## config.mk

```make
export PLATFORM = sky130hd
export DESIGN_NAME = prog_loader
export DESIGN_NICKNAME = d
export VERILOG_FILES = /design/src/rtl/prog_loader_pkg.sv /design/src/rtl/prog_loader_byte_packer.sv /design/src/rtl/prog_loader.sv
export SDC_FILE = /design/constraint.sdc
export NUM_CORES = 1
export LEC_CHECK = 0
export BUFFER_PORTS_ARGS = -buffer_cell sky130_fd_sc_hd__buf_2
export CAP_MARGIN = 20
export CORE_UTILIZATION = 44
export DETAILED_ROUTE_END_ITERATION = 8
export PLACE_DENSITY = 0.73
export SETUP_SLACK_MARGIN = 0.05
export SKIP_CTS_REPAIR_TIMING = 1
export SLEW_MARGIN = 20
export SYNTH_ARGS = -nofsm -noshare
export SYNTH_HDL_FRONTEND = slang
export SYNTH_HIERARCHICAL = 1
export SYNTH_SLANG_ARGS = --single-unit
```

## constraint.sdc

```tcl
create_clock -name clk -period 7.6 [get_ports clk]
set_input_delay 0 -clock clk [delete_from_list [all_inputs] [get_ports clk]]
set_output_delay 0 -clock clk [all_outputs]
set_load 0.1 [all_outputs]
```

## src/rtl/prog_loader_pkg.sv

```systemverilog
// Shared definitions for the program loader: FSM states and byte-stream constants.
// Optional feature macro: LOADER_CHECKSUM_EN (adds the CHK state and trailing XOR byte).
package prog_loader_pkg;

   localparam int HDR_BYTES = 4;
   localparam int BYTE_W    = 8;

`ifdef LOADER_CHECKSUM_EN
   typedef enum logic [2:0] {
      IDLE,
      HDR,
      DATA,
      CHK,
      DONE,
      ERR
   } state_t;
`else
   typedef enum logic [2:0] {
      IDLE,
      HDR,
      DATA,
      DONE,
      ERR
   } state_t;
`endif

endpackage

```

## src/rtl/prog_loader_byte_packer.sv

```systemverilog
// byte_packer: gathers D_WIDTH/8 bytes little-endian (first byte lands in bits [7:0])
// and presents the finished word with a one-cycle out_valid on the following cycle.
module byte_packer
   import prog_loader_pkg::*;
#(
   parameter int D_WIDTH = 32
) (
   input  logic               clk,
   input  logic               rst,
   input  logic               clear,
   input  logic               in_valid,
   input  logic [7:0]         in_data,
   output logic               out_valid,
   output logic [D_WIDTH-1:0] out_word
);

   localparam int BPW = D_WIDTH / BYTE_W;
   localparam int CW  = (BPW > 1) ? $clog2(BPW) : 1;

   logic [CW-1:0]      byte_cnt;
   logic [D_WIDTH-1:0] acc;
   logic [D_WIDTH-1:0] acc_next;
   logic               last_byte;

   // Merge the incoming byte into its lane of the partially built word.
   always_comb begin
      acc_next = acc;
      acc_next[int'(byte_cnt) * BYTE_W +: BYTE_W] = in_data;
      last_byte = (byte_cnt == CW'(BPW - 1));
   end

   // Advance the byte lane; on the final lane publish the word for exactly one cycle.
   always_ff @(posedge clk) begin
      if (rst || clear) begin
         byte_cnt  <= '0;
         acc       <= '0;
         out_valid <= 1'b0;
         out_word  <= '0;
      end else begin
         out_valid <= 1'b0;
         if (in_valid) begin
            if (last_byte) begin
               byte_cnt  <= '0;
               acc       <= '0;
               out_valid <= 1'b1;
               out_word  <= acc_next;
            end else begin
               byte_cnt <= byte_cnt + 1'b1;
               acc      <= acc_next;
            end
         end
      end
   end

endmodule

```

## src/rtl/prog_loader.sv

```systemverilog
// prog_loader: receives a length-prefixed byte stream, writes it word by word into
// instruction memory and holds the core in reset until the image is complete.
// Optional feature macro: LOADER_CHECKSUM_EN (trailing XOR byte checked in CHK).
module prog_loader
   import prog_loader_pkg::*;
#(
   parameter int D_WIDTH = 32,
   parameter int DEPTH   = 1024
) (
   input  logic                     clk,
   input  logic                     rst,
   input  logic                     start,
   input  logic                     byte_valid,
   input  logic [7:0]               byte_data,
   output logic                     byte_ready,
   output logic                     we,
   output logic [$clog2(DEPTH)-1:0] waddr,
   output logic [D_WIDTH-1:0]       wdata,
   output logic                     core_rst,
   output logic                     busy,
   output logic                     done,
   output logic                     err
);

   localparam int AW = $clog2(DEPTH);

   state_t             state;
   state_t             state_next;
   logic [1:0]         hdr_cnt;
   logic [23:0]        hdr_lo;
   logic [31:0]        hdr_word;
   logic [AW-1:0]      idx;
   logic [AW-1:0]      last_idx;
   logic               start_load;
   logic               byte_xfer;
   logic               hdr_xfer;
   logic               hdr_last;
   logic               data_xfer;
   logic               len_bad;
   logic               final_write;
   logic               pk_valid;
   logic [D_WIDTH-1:0] pk_word;
`ifdef LOADER_CHECKSUM_EN
   logic [7:0]         chk_xor;
   logic               chk_xfer;
`endif

   // Decode handshakes and header status used by both the FSM and the counters.
   always_comb begin
      start_load  = start && (state == IDLE || state == DONE || state == ERR);
      byte_xfer   = byte_valid && byte_ready;
      hdr_xfer    = byte_xfer && (state == HDR);
      data_xfer   = byte_xfer && (state == DATA);
      hdr_last    = (hdr_cnt == 2'(HDR_BYTES - 1));
      hdr_word    = {byte_data, hdr_lo};
      len_bad     = (hdr_word == 32'd0) || (hdr_word > 32'(DEPTH));
      final_write = pk_valid && (idx == last_idx);
`ifdef LOADER_CHECKSUM_EN
      chk_xfer    = byte_xfer && (state == CHK);
`endif
   end

   // State register.
   always_ff @(posedge clk) begin
      if (rst) begin
         state <= IDLE;
      end else begin
         state <= state_next;
      end
   end

   // Next-state logic and byte_ready; ready drops on the last write so no byte slips past the image.
   always_comb begin
      state_next = state;
      byte_ready = 1'b0;
      case (state)
         IDLE, DONE, ERR: begin
            if (start_load) begin
               state_next = HDR;
            end
         end
         HDR: begin
            byte_ready = 1'b1;
            if (hdr_xfer && hdr_last) begin
               state_next = len_bad ? ERR : DATA;
            end
         end
         DATA: begin
            byte_ready = !final_write;
            if (final_write) begin
`ifdef LOADER_CHECKSUM_EN
               state_next = CHK;
`else
               state_next = DONE;
`endif
            end
         end
`ifdef LOADER_CHECKSUM_EN
         CHK: begin
            byte_ready = 1'b1;
            if (chk_xfer) begin
               state_next = (byte_data == chk_xor) ? DONE : ERR;
            end
         end
`endif
         default: begin
            state_next = IDLE;
         end
      endcase
   end

   // Header assembly and word index; the index saturates at the final word so it never wraps.
   always_ff @(posedge clk) begin
      if (rst || start_load) begin
         hdr_cnt  <= '0;
         hdr_lo   <= '0;
         idx      <= '0;
         last_idx <= '0;
      end else begin
         if (hdr_xfer) begin
            hdr_cnt <= hdr_cnt + 1'b1;
            if (hdr_last) begin
               last_idx <= AW'(hdr_word - 32'd1);
            end else begin
               hdr_lo <= {byte_data, hdr_lo[23:8]};
            end
         end
         if (pk_valid && !final_write) begin
            idx <= idx + 1'b1;
         end
      end
   end

`ifdef LOADER_CHECKSUM_EN
   // Running XOR over every DATA byte, compared against the trailing byte in CHK.
   always_ff @(posedge clk) begin
      if (rst || start_load) begin
         chk_xor <= '0;
      end else if (data_xfer) begin
         chk_xor <= chk_xor ^ byte_data;
      end
   end
`endif

   byte_packer #(
      .D_WIDTH (D_WIDTH)
   ) u_packer (
      .clk       (clk),
      .rst       (rst),
      .clear     (start_load),
      .in_valid  (data_xfer),
      .in_data   (byte_data),
      .out_valid (pk_valid),
      .out_word  (pk_word)
   );

   assign we       = pk_valid;
   assign waddr    = idx;
   assign wdata    = pk_word;
   assign core_rst = (state != DONE);
   assign done     = (state == DONE);
   assign err      = (state == ERR);
   assign busy     = (state == HDR) || (state == DATA)
`ifdef LOADER_CHECKSUM_EN
                     || (state == CHK)
`endif
                     ;

endmodule

```

==> run_results.csv, run 1 <==
group,metric,value,unit
sta,final.setup.tns,0,ns
sta,period_minus_slack,2.903,ns
min_path,min_path_type,"in2reg",
critical_path,critPathKind,"reg2reg",
place,hpwl,7945,µm
yosys,yosysTopAreaCellShare,44.86,%
critical_path,reg2reg_depth,9,
critical_path,required,7.88,ns
yosys,synth_area_leader_cell,"dfxtp_1",
drt,ant_nets,0,
sta,holdWs,-0.01211,ns
run,maxCapViolations,0,
pwr,p_per_area,242.5,mW/mm²
pwr,internal-power,0.001151,W
critical_path,cp-startpoint,"waddr[2]",
place,dp.cells,727,
pwr,p_total,0.001491,W
yosys,syn_area_per_cell,9.243,µm²
final_layout,fin_area,0.006147,mm²
yosys,synth_seq_area_share,44.86,%
final_layout,final_cell_mix,"dfxtp_1, nor2_1, buf_2, a21oi_1, mux2i_1",
yosys,async_flop_share,0,%
drt,num_vias,4421,
sta,setup_viol_count_final,0,
cts,cts_tree,"yes",
critical_path,start_kind,"flip-flop",
grt,grt_first_pass_wirelength,20840,µm
critical_path,reg2reg_slack,4.70,ns
floorplanning,die_x,110.5,µm
drt,drcViolationCount,0,
pwr,pwr-share-comb,3.7,%
yosys,synth_top_family_by_area,"compound AO/OA/AOI/OAI gates",
outcome,outcome,"finished with violations",
final_layout,area_delta_synth_final,18.76,%
yosys,synth-seq-cells,116,
grt,grt.overflow.total,0,
sta,max_slew.worst_pin.slew,0.7339,ns
yosys,synth-edff-count,0,
yosys,synthFlopType,"dfxtp_1",
final_layout,antenna-diode-count,0,
floorplanning,io_pins,60,
floorplanning,core,0.01142,mm²
cts,clock_latency,0.40,ns
floorplanning,start_util,45.33,%
sta,rsz0062_at_grt,"false",
yosys,synth-compound-area-share,20.11,%
sta,slew_viol_final,0,
sta,slew_headroom,50.75,%
pwr,vdd_drop_max,0.0001359,V
grt,grt_util_all_layers,20.68,%
yosys,syn_nets,581,
cts,cts.htree.levels,4,
grt,grt_max_degree,39,
cts,clkSlewWorstSetupHoldPaths,0.06,ns
critical_path,critPathMaxFanout,32,
yosys,synthesis.area,0.005176,mm²
sta,finClkSkew,0.009321,ns
grt,antenna_found_initial,0,
drt,dr.pass1.iters,5,
sta,hold_viol,3,
yosys,syn_inst,560,
pwr,clockPowerShare,55.2,%
cts,cts_buffers,17,
yosys,synth.area.top_cells,"dfxtp_1, nor2_1, mux2i_1, a32oi_1, a21oi_1",
final_layout,drive_gt1_share,19.90,%
pwr,seqPwrFrac,41.1,%
cts,clkSinkCount,116,
grt,grt_pass1_vias,4239,
pwr,power_switching,0.0003395,W
final_layout,stdcell_count,766,
drt,drt-initial-drc-count,435,
critical_path,r2r_end,"u_packer/out_word[4]",
drt,wl_per_cell,16.21,µm
yosys,synth_xor_xnor_area_share,3.553,%
cts,cts.path.max_buffers,2,
yosys,synthAdderAreaFrac,2.175,%
place,placed_area,0.005453,mm²
final_layout,final_common_cell,"dfxtp_1",
floorplanning,die_h,110.5,µm
critical_path,worstPathArrival,3.18,ns
yosys,synthDistinctLibCells,59,
critical_path,r2r-start,"waddr[2]",
sta,period_share,38.19,%
floorplanning,num_rows,39,
yosys,yosysWarnings,6,
pwr,p_leak,2.505,nW
cts,clockRootBuffer,"clkbuf_16",
yosys,synthMuxAreaShare,5.221,%
critical_path,endpoint,"u_packer/out_word[4]",
outcome,violations,"hold timing",
drt,wirelength,12420,µm
place,gp_congestion,0.8969,
critical_path,worstSetupEndpointType,"flip-flop",
final_layout,nNetsFinal,631,
pwr,swShare,22.77,%
yosys,synthSimpleGateAreaFrac,18.42,%
floorplanning,dieArea,0.01220,mm²
sta,fmax,0.3445,GHz
place,portBuffers,59,
drt,viasPerCell,5.772,
==> cells in the mapped netlist (all sizes together) (11+ instances only) <==
| master | number |
|---|---|
| a32oi | 23 |
| nand3 | 12 |
| o21ai | 39 |
| dfxtp | 116 |
| clkbuf | 13 |
| mux2i | 27 |
| inv | 12 |
| nor2 | 94 |
| a21oi | 35 |
| xor2 | 11 |
| a221oi | 19 |
| nand2 | 17 |
| nand4 | 11 |
| buf | 28 |
==> worst min path at each step <==
stage,startpoint,to,slack [ns],depth (start not counted)
after detailed placement,rst,state[2],0.28,2
after global routing,byte_data[3],u_packer/out_word[19],0.003,3
after CTS,rst,state[2],-0.14,2
final,byte_data[1],u_packer/out_word[17],-0.01,3
after global placement,rst,state[2],0.26,2
after floorplan,rst,state[2],0.06,1
==> worst max-delay path, cell delays in order, from the launching register on <==
cell and delay [ns]:
dfxtp_1 0.51, xor2_1 0.20, nor4_2 0.09, and3_1 0.26, and2_1 0.21, nor4b_1 0.32
buf_4 0.24, nand2_2 0.39, a221oi_1 0.44, nor2_1 0.10
==> routing by layer <==
layer  up-vias  global-route usage (%)  share of wire [%]
met2       155                   33.21                 47
met1      2088                   26.58                 46
met5         -                       0                  0
met3        13                   5.763                6.3
li1       2165                       -                  -
met4         0                   7.200                1.1
==> metrics by stage <==
| stage | setup slack [ns] | utilization [%] |
|---|---|---|
| floorplan | 4.175 | - |
| global placement | 4.335 | 47.75 |
| detailed placement | 4.372 | 47.75 |
| CTS | 4.321 | 53.19 |
| global route | 4.473 | 53.84 |
| finish | 4.697 | 53.84 |
==> power groups by stage <==
stage	logic, W	registers (W)	clock network, W
after floorplan	0.0000384	0.000624	0
after global placement	0.0000510	0.000625	0
after detailed placement	0.0000521	0.000626	0
after CTS	0.0000523	0.000612	0.000834
after global routing	0.0000587	0.000612	0.000865
final	0.0000551	0.000612	0.000823
==> registers in the layout, summed over array words and instances (netlist names) <==
signal	cells
state	3
u_packer/acc	32
hdr_cnt	2
last_idx	10
u_packer/byte_cnt	2
hdr_lo	24
u_packer/out_word	32
u_packer/out_valid	1
waddr	10
==> cells by family (layout without fill, tap and decap cells) <==
group           count (synthesis)  count (layout)
simple gates                  186             186
fa+ha+maj                       9               9
mux                            27              27
buf+inv                        53             116
xor+xnor                       21              21
compound gates                148             148
flops                         116             116
==> layout make-up <==
class / instances / area, µm²
timing repair buffer: 72 / 410.4
clock buffer: 17 / 425.4
multi-input combinational: 391 / 2570
clock inverter: 15 / 195.2
sequential: 116 / 2322
inverter: 12 / 45.04
tap: 143 / 178.9
fill: 1014 / 5271
(Power assumes the default switching activity.)
==> run 2, diff against run 1 <==
- clock period: 7.6 -> 3 ns (I/O delays scaled with it)
==> run_results.csv, run 2 (same netlist as run 1, synthesis figures left out) <==
group,metric,value,unit
cts,cts.path.max_buffers,2,
cts,clock_latency,0.41,ns
sta,holdWs,-0.01565,ns
critical_path,r2r_end,"u_packer/acc[9]",
drt,drcViolationCount,0,
critical_path,critPathMaxFanout,33,
final_layout,area_delta_synth_final,19.63,%
sta,slew_viol_final,0,
cts,clkSlewWorstSetupHoldPaths,0.06,ns
floorplanning,core,0.01142,mm²
place,hpwl,8043,µm
drt,viasPerCell,5.822,
final_layout,antenna-diode-count,0,
final_layout,final_common_cell,"dfxtp_1",
grt,grt_first_pass_wirelength,20600,µm
critical_path,required,3.29,ns
cts,cts.htree.levels,4,
final_layout,drive_gt1_share,21.18,%
pwr,vdd_drop_max,0.0003795,V
critical_path,r2r-start,"waddr[0]",
floorplanning,start_util,45.33,%
cts,clkSinkCount,116,
run,maxCapViolations,0,
grt,grt.overflow.total,0,
critical_path,worstPathArrival,2.99,ns
sta,final.setup.tns,0,ns
cts,cts_tree,"yes",
critical_path,reg2reg_slack,0.30,ns
sta,setup_viol_count_final,0,
sta,max_slew.worst_pin.slew,0.7181,ns
drt,ant_nets,0,
place,portBuffers,59,
sta,hold_viol,1,
final_layout,fin_util,54.23,%
grt,grt_pass1_vias,4202,
drt,wirelength,12280,µm
sta,period_share,90.11,%
drt,num_vias,4489,
critical_path,cp-startpoint,"waddr[0]",
sta,rsz0062_at_grt,"false",
cts,cts_buffers,17,
grt,grt_util_all_layers,20.45,%
grt,antenna_found_initial,0,
min_path,min_path_cells,3,
place,gp_congestion,0.8948,
final_layout,nNetsFinal,636,
floorplanning,die_x,110.5,µm
sta,period_minus_slack,2.703,ns
pwr,p_leak,2.526,nW
outcome,violations,"hold timing",
pwr,p_per_area,599.5,mW/mm²
place,placed_area,0.005504,mm²
sta,slew_headroom,51.81,%
critical_path,critPathKind,"reg2reg",
min_path,min_path_type,"in2reg",
critical_path,reg2reg_depth,10,
outcome,outcome,"finished with violations",
critical_path,worstSetupEndpointType,"flip-flop",
grt,grt_max_degree,37,
final_layout,fillerInstances,1026,
final_layout,final_cell_mix,"dfxtp_1, nor2_1, buf_2, a21oi_1, mux2i_1",
final_layout,fin_area,0.006192,mm²
critical_path,start_kind,"flip-flop",
drt,dr.pass1.iters,6,
critical_path,endpoint,"u_packer/acc[9]",
drt,drt-initial-drc-count,399,
floorplanning,die_h,110.5,µm
floorplanning,num_rows,39,
sta,fmax,0.3699,GHz
floorplanning,io_pins,60,
cts,clockRootBuffer,"clkbuf_16",
final_layout,top_regs,"u_packer/acc x32, u_packer/out_word x32, hdr_lo x24",
drt,wl_per_cell,15.93,µm
sta,finClkSkew,0.01063,ns
floorplanning,dieArea,0.01220,mm²
## run 2: cell count changes in the layout (fill, tap and decap cells not counted), sizes merged
cell and change:
dlygate4sd3 +2, clkinv +1, clkinvlp +1, inv -2, buf +3
## run 2: routing by layer
layer,GRT usage [%],wire length [µm],vias up
met3,5.159,840,26
met1,27.31,5622,2098
met5,0,0,-
met4,6.756,192,0
li1,-,-,2172
met2,32.17,5628,193
## run 2: worst min-delay path by stage
stage                                       end  slack [ns]         start
after floorplan                        state[2]        0.06           rst
after global placement                 state[2]        0.27           rst
after detailed placement               state[2]        0.27           rst
after CTS                              state[2]       -0.15           rst
after global routing      u_packer/out_word[17]        0.03  byte_data[1]
final                     u_packer/out_word[17]       -0.02  byte_data[1]
## run 2: critical path, cell delays in order (launching register included)
cell and delay [ns]:
dfxtp_2 0.35, xor2_1 0.14, nor4_1 0.51, and3_1 0.40
and2_1 0.21, nor4b_1 0.07, buf_4 0.17, nor2b_2 0.15
buf_4 0.25, a32oi_1 0.26, nor2_1 0.06
## run 2: cell type report
class | count | area (µm²) | share of cell area (%)
Sequential cell | 116 | 2331 | 37.64
Timing Repair Buffer | 77 | 452.9 | 7.315
Clock inverter | 15 | 172.7 | 2.788
Inverter | 12 | 58.81 | 0.9497
Tap cell | 143 | 178.9 | 2.889
Multi-Input combinational cell | 391 | 2572 | 41.54
Clock buffer | 17 | 425.4 | 6.870
## run 2: report_power, final
part / leakage (nW) / switching, W / internal [W]
clock network: 0.283 / 0.000775 / 0.00124
logic: 1.30 / 0.0000984 / 0.0000442
registers: 0.938 / 0.00000539 / 0.00155
## run 2: stage by stage
stage               cells  power (W)  setup slack (ns)
floorplan             560   0.001680           0.06398
global placement      730   0.001714            0.4580
detailed placement    730   0.001716            0.3565
CTS                   762   0.003723            0.3367
global route          771   0.003807            0.1437
finish                771   0.003712            0.2967
==> run 3, diff against run 2 <==
- BUFFER_PORTS_ARGS: -buffer_cell sky130_fd_sc_hd__buf_2 -> not set
- DONT_BUFFER_PORTS: not set -> 1
- PLACE_DENSITY: 0.73 -> 0.69
- SLEW_MARGIN: 20 -> not set
==> run_results.csv, run 3 (same netlist as run 1, synthesis figures left out) <==
group,metric,value,unit
outcome,outcome,"complete, no violations",
grt,grt.overflow.total,0,
sta,fmax,0.3772,GHz
min_path,min_path_type,"in2reg",
critical_path,slowest_delay,0.43,ns
final_layout,top_regs,"u_packer/acc x32, u_packer/out_word x32, hdr_lo x24",
sta,hold_viol,0,
pwr,p_per_area,565.5,mW/mm²
sta,period_minus_slack,2.651,ns
grt,grt_first_pass_wirelength,20110,µm
sta,setup_viol_count_final,0,
critical_path,worstSetupEndpointType,"flip-flop",
grt,grt_max_degree,46,
sta,max_slew.worst_pin.slew,0.6516,ns
critical_path,required,3.34,ns
drt,wl_per_cell,16.96,µm
place,gp_congestion,0.8687,
floorplanning,die_x,110.5,µm
final_layout,final_cell_mix,"dfxtp_1, nor2_1, buf_4, a21oi_1, mux2i_1",
place,pre_cts_ws,0.4079,ns
cts,cts_buffers,17,
cts,cts_tree,"yes",
place,dp.cells,720,
critical_path,worstPathCellList,"xor2_1 -> nor4_1 -> and3_1 -> and2_1 -> nor4b_1 -> buf_4 -> nor2b_2 -> buf_12 -> a32oi_1 -> nor2_1",
pwr,seqPwrFrac,43.9,%
sta,setup_ws,0.3492,ns
drt,drt-initial-drc-count,490,
sta,rsz0062_at_grt,"false",
floorplanning,die_h,110.5,µm
pwr,internal-power,0.002782,W
cts,clkSinkCount,116,
final_layout,area_delta_synth_final,20.84,%
drt,ant_nets,0,
drt,dr.pass1.iters,7,
critical_path,cp_top_family,"simple AND/OR/NAND/NOR gates",
critical_path,critPathKind,"reg2reg",
cts,clock_latency,0.41,ns
critical_path,critPathBufInv,2,
cts,clkSlewWorstSetupHoldPaths,0.05,ns
sta,finClkSkew,0.008836,ns
drt,num_vias,4431,
drt,wirelength,12940,µm
sta,slew_headroom,56.27,%
place,portBuffers,0,
pwr,p_leak,2.479,nW
final_layout,nNetsFinal,629,
sta,slew_viol_final,0,
pwr,clockPowerShare,52.2,%
pwr,swShare,21.35,%
final_layout,drive_gt1_share,19.03,%
floorplanning,start_util,45.33,%
grt,antenna_found_initial,0,
final_layout,antenna-diode-count,0,
grt,grt_pass1_vias,4032,
final_layout,fillerInstances,1024,
drt,viasPerCell,5.807,
drt,drcViolationCount,0,
critical_path,critPathMaxFanout,25,
critical_path,worstPathArrival,3.00,ns
floorplanning,dieArea,0.01220,mm²
grt,grt_util_all_layers,20.77,%
final_layout,fin_util,54.78,%
critical_path,crit_slowest_cell,"nor2b_2",
cts,cts.path.max_buffers,2,
cts,clockRootBuffer,"clkbuf_16",
pwr,pwr-share-comb,3.9,%
critical_path,start_kind,"flip-flop",
pwr,vdd_drop_max,0.0004087,V
sta,period_share,88.36,%
run,maxCapViolations,0,
floorplanning,num_rows,39,
floorplanning,core,0.01142,mm²
sta,final.setup.tns,0,ns
cts,cts.htree.levels,4,
final_layout,stdcell_count,763,
pwr,p_total,0.003537,W
place,hpwl,8193,µm
final_layout,final_common_cell,"dfxtp_1",
pwr,power_switching,0.0007550,W
floorplanning,io_pins,60,
==> run 3: changes by cell type in the layout (fill, tap and decap cells not counted), sizes merged <==
cell and change:
bufinv -1, dlygate4sd3 +3, buf -10, inv -6
clkinvlp -3, clkbuf +9
==> run 3: power by group through the flow <==
| stage | registers [W] | clock network (W) | logic [W] |
|---|---|---|---|
| 4_1_cts | 0.00155 | 0.00188 | 0.000107 |
| 6_report | 0.00155 | 0.00185 | 0.000138 |
| 3_3_place_gp | 0.00158 | 0 | 0.000104 |
| 5_1_grt | 0.00155 | 0.00196 | 0.000146 |
| 2_1_floorplan | 0.00158 | 0 | 0.0000980 |
| 3_5_place_dp | 0.00158 | 0 | 0.000106 |
==> run 3: cell type report <==
| cell class | count | area [µm²] | area share (%) |
|---|---|---|---|
| Tap cell | 143 | 178.9 | 2.861 |
| Clock buffer | 26 | 489.2 | 7.822 |
| Inverter | 12 | 58.81 | 0.9402 |
| Sequential cell | 116 | 2331 | 37.27 |
| Clock inverter | 5 | 50.05 | 0.8002 |
| Timing Repair Buffer | 70 | 568.0 | 9.082 |
| Multi-Input combinational cell | 391 | 2579 | 41.23 |
==> run 3: path summary, 6_finish.rpt <==
path	cells after the start	to	from	slack, ns
setup / recovery	10	u_packer/acc[31]	last_idx[3]	0.35
hold / removal	3	u_packer/acc[15]	byte_data[7]	0.03
setup reg to reg	10	u_packer/acc[31]	last_idx[3]	0.35
hold reg to reg	2	u_packer/acc[29]	u_packer/acc[29]	0.46
==> run 3: routing by layer <==
layer / share of wire (%) / track usage, %
met4: 1.9 / 8.711
met2: 46 / 31.72
met1: 43 / 26.24
met5: 0 / 0
met3: 9.0 / 7.794
==> run 3: per-stage QoR <==
step / cell area (µm²) / hold WS [ns]
after global routing: 6255 / 0.03046
after global placement: 5595 / 0.06604
after detailed placement: 5595 / 0.06794
final: 6255 / 0.02650
after floorplan: 5205 / 0.06244
after CTS: 6135 / -0.3654
==> run 3: tightest hold or removal path: stages <==
cell     delay (ns)
nor2b_1        0.13
a32oi_1        0.19
nor2_1         0.06
